<file path="config.mk">
export PLATFORM = sky130hd
export DESIGN_NAME = k_phase_2b
export DESIGN_NICKNAME = d
export VERILOG_FILES = /design/src/rtl/k_phase_2b.sv
export SDC_FILE = /design/constraint.sdc
export NUM_CORES = 1
export LEC_CHECK = 0
export BUFFER_PORTS_ARGS = -buffer_cell sky130_fd_sc_hd__buf_4
export CAP_MARGIN = 20
export CORE_MARGIN = 10
export CORE_UTILIZATION = 25
export CTS_BUF_LIST = sky130_fd_sc_hd__clkbuf_8
export CTS_CLUSTER_DIAMETER = 100
export CTS_CLUSTER_SIZE = 10
export DETAILED_ROUTE_END_ITERATION = 7
export SETUP_SLACK_MARGIN = 0.05
export SKIP_LAST_GASP = 1
export SYNTH_ARGS = -nofsm -noshare
export SYNTH_HDL_FRONTEND = slang
export SYNTH_SLANG_ARGS = --single-unit
</file>
<file path="constraint.sdc">
create_clock -name clk -period 1.82 [get_ports clk]
set_input_delay 0.273 -clock clk [delete_from_list [all_inputs] [get_ports clk]]
set_output_delay 0.273 -clock clk [all_outputs]
set_load 0.005 [all_outputs]
</file>
<file path="src/rtl/k_phase_2b.sv">
// Registered bitstream phase shifter: rotates a BITSTREAM-wide word by 0..3 bits, one word per cycle.
// Optional macro K_PHASE_BIDIR_EN adds a `dir` input selecting right rotation when high.
module k_phase_2b #(
    parameter int BITSTREAM = 64
) (
    input  logic                 clk,
    input  logic                 rst_n,
    input  logic                 in_valid,
    input  logic [1:0]           k,
    input  logic [BITSTREAM-1:0] in_bits,
`ifdef K_PHASE_BIDIR_EN
    input  logic                 dir,
`endif
    output logic                 out_valid,
    output logic [BITSTREAM-1:0] out_bits
);

    function automatic logic [BITSTREAM-1:0] rot_left(
        input logic [BITSTREAM-1:0] x,
        input logic [1:0]           sh
    );
        logic [BITSTREAM-1:0] r;
        r = x;
        case (sh)
            2'd0: r = x;
            2'd1: r = {x[BITSTREAM-2:0], x[BITSTREAM-1]};
            2'd2: r = {x[BITSTREAM-3:0], x[BITSTREAM-1:BITSTREAM-2]};
            2'd3: r = {x[BITSTREAM-4:0], x[BITSTREAM-1:BITSTREAM-3]};
        endcase
        return r;
    endfunction

`ifdef K_PHASE_BIDIR_EN
    function automatic logic [BITSTREAM-1:0] rot_right(
        input logic [BITSTREAM-1:0] x,
        input logic [1:0]           sh
    );
        logic [BITSTREAM-1:0] r;
        r = x;
        case (sh)
            2'd0: r = x;
            2'd1: r = {x[0],   x[BITSTREAM-1:1]};
            2'd2: r = {x[1:0], x[BITSTREAM-1:2]};
            2'd3: r = {x[2:0], x[BITSTREAM-1:3]};
        endcase
        return r;
    endfunction
`endif

    logic [BITSTREAM-1:0] w_rot_p0;
    logic [BITSTREAM-1:0] r_bits_p1;
    logic                 r_vld_p1;

    // Stage p0: select one of the fixed rotations
    always_comb begin
        w_rot_p0 = rot_left(in_bits, k);
`ifdef K_PHASE_BIDIR_EN
        if (dir) begin
            w_rot_p0 = rot_right(in_bits, k);
        end
`endif
    end

    // Stage p1: output register; data holds while input is idle
    always_ff @(posedge clk) begin
        if (!rst_n) begin
            r_vld_p1  <= 1'b0;
            r_bits_p1 <= '0;
        end else begin
            r_vld_p1 <= in_valid;
            if (in_valid) begin
                r_bits_p1 <= w_rot_p0;
            end
        end
    end

    assign out_valid = r_vld_p1;
    assign out_bits  = r_bits_p1;

endmodule

</file>
==> metrics.cfg <==
[clock_tree]
postCtsHoldBufs = 0
ctsLongestPathBuffers = 2
cts_buffers = 9
postCtsSetupRepairBufs = 0
cts_resized = 0
cts_tree = yes
clk_latency_ns = 0.34
cts-root-buf = clkbuf_8
htreeDepth = 3
clkTransAtPathRegs_ns = 0.07
cts.sinks = 65

[routing]
wire_per_inst_um = 18.3
drt_wl_total_mm = 10.7
drtIter0Drc = 176
vias = 2985
viasPerCell = 5.09
postRouteAntennaNets = 0
dr.pass1.iters = 4
drc = 0

[setup_path]
startpoint_type = flop
cp_top_family = flip-flops
cp.buffers_inverters = 1
cp_max_fo = 2
worstPathCellList = buf_4
critical_path_arrival_ns = 0.84
worstPathRequired_ns = 1.55
crit_path_max_incr_delay_ns = 0.37
worstSetupPathType = flop to output port
slowest_stage = dfxtp_1
crit_path_end_kind = output port

[power_and_ir_drop]
p_sw_frac = 0.264
internal_power_mw = 2.61
p_sw_uw = 935
pwr-share-clk = 0.350
pwr-share-seq = 0.453
leakage_nw = 1.97
p_per_area_mw_per_mm2 = 789
combinationalPowerShare = 0.197
ir_worst_vdd_v = 0.000269

[finish]
n_antenna_cell = 0
nets = 479
drive_gt1_frac = 0.372
area_growth_syn_to_layout_pct = 37.8
final_common_cell = buf_4
mostFrequentLayoutCells = buf_4, nand3b_1, dfxtp_1

[global_routing]
overflow = 0
grt_pass1_wl_mm = 16.9
grt_max_degree = 65
grtUsageTotal = 0.115
antenna_found_initial = 0
grt_pass1_vias = 3181

[placed_design]
io_buffers = 133
place_congestion = 0.747
place_ws_ns = 0.447
dp_hpwl_mm = 7.73

[sta]
holdWs_ns = 0.260
relSlewSlack = 0.691
worst_slack_ns = 0.703
tns_ns = 0
max_freq_ghz = 0.896
setup_viol = 0
hold_viol_final = 0
rsz0062_at_grt = no
fin_crit_sh = 0.614
slew_viol_final = 0
clock_skew_ns = 0
worst_pin_slew_ns = 0.463
fin_crit_ns = 1.12

[synthesis]
syn-cell-area_mm2 = 0.00326
syn_inst = 294
synth_area_per_cell_um2 = 11.1
synth_top_area_frac = 0.399
yosysTopAreaCell = dfxtp_1
synthTopCellsByArea = dfxtp_1, mux2i_1, o221ai_1
ys_types = 12
synth-seq-area-share = 0.399
synth_nets = 363
synth-seq-cells = 65
yosys_warnings = 0

[floorplan]
core_mm2 = 0.0127
io-pin-count = 134
die_height_um = 134
dieWidth_um = 134
fp.dieArea_mm2 = 0.0180
row_count = 41
start_util = 0.256

[outcome]
status = completed

[worst_hold_path]
hold_path_class = input port to flop

[run]
drv_cap = 0

## layer usage
layer  up-vias  global-route usage  part of all wire  wire length [um]
met2       115               0.182              0.48              5100
met3        10              0.0452             0.079               847
met5         -                   0                 0                 0
li1       1423                   -                 -                 -
met4         0              0.0387            0.0089                95
met1      1437               0.138              0.44              4650
## state kept, by name, summed over array words and instances (netlist names)
signal / flops
out_bits: 64
out_valid: 1
## worst min-delay path: cells and delay by family
family / cells / cell delay (ns)
buf+inv: 1 / 0.08
mux: 1 / 0.08
compound gates: 1 / 0.14
## area by class of cell
type / count / area [um^2]
Fill cell: 1308 / 8220
Multi-Input combinational cell: 195 / 1710
Sequential cell: 65 / 1300
Timing Repair Buffer: 139 / 1080
Tap cell: 172 / 215
Clock buffer: 11 / 151
Clock inverter: 4 / 43.8
## power by group through the flow
| stage | registers, mW | clock network [mW] | logic, mW |
|---|---|---|---|
| after detailed placement | 1.64 | 0 | 0.708 |
| after global routing | 1.62 | 1.36 | 0.765 |
| final | 1.61 | 1.24 | 0.701 |
| after CTS | 1.61 | 1.30 | 0.710 |
| after global placement | 1.64 | 0 | 0.702 |
| after floorplan | 1.63 | 0 | 0.337 |
## through the flow
step           area [um^2]  power, mW  instances   util
3_5_place_dp          4300       2.35        571  0.338
4_1_cts               4500       3.62        586  0.354
2_1_floorplan         3260       1.97        294      -
5_1_grt               4500       3.74        586  0.354
6_report              4500       3.55        586  0.354
3_3_place_gp          4300       2.34        571  0.338
## Yosys cell counts
cell and count:
mux2i_1 64, buf_1 1, o221ai_1 64, dfxtp_1 65
buf_12 6, clkbuf_1 11, buf_4 2, and2_1 1
nand3b_1 65, buf_2 13, buf_6 1, nand3_2 1
## path summary, 6_finish.rpt
path,slack (ns),startpoint,to,cells after the start
max,0.70,out_bits[30],out_bits[30],1
max reg2reg,1.16,out_bits[62],out_bits[62],2
min reg2reg,0.50,out_bits[3],out_bits[3],2
min,0.26,in_bits[56],out_bits[57],3
## logic make-up (layout without fill, tap and decap cells)
family | Yosys count | in the layout | synth area share
simple gates | 67 | 67 | 0.155
buf+inv | 34 | 154 | 0.0786
flops | 65 | 65 | 0.399
mux | 64 | 64 | 0.196
compound gates | 64 | 64 | 0.172
(Power assumes the default switching activity.)
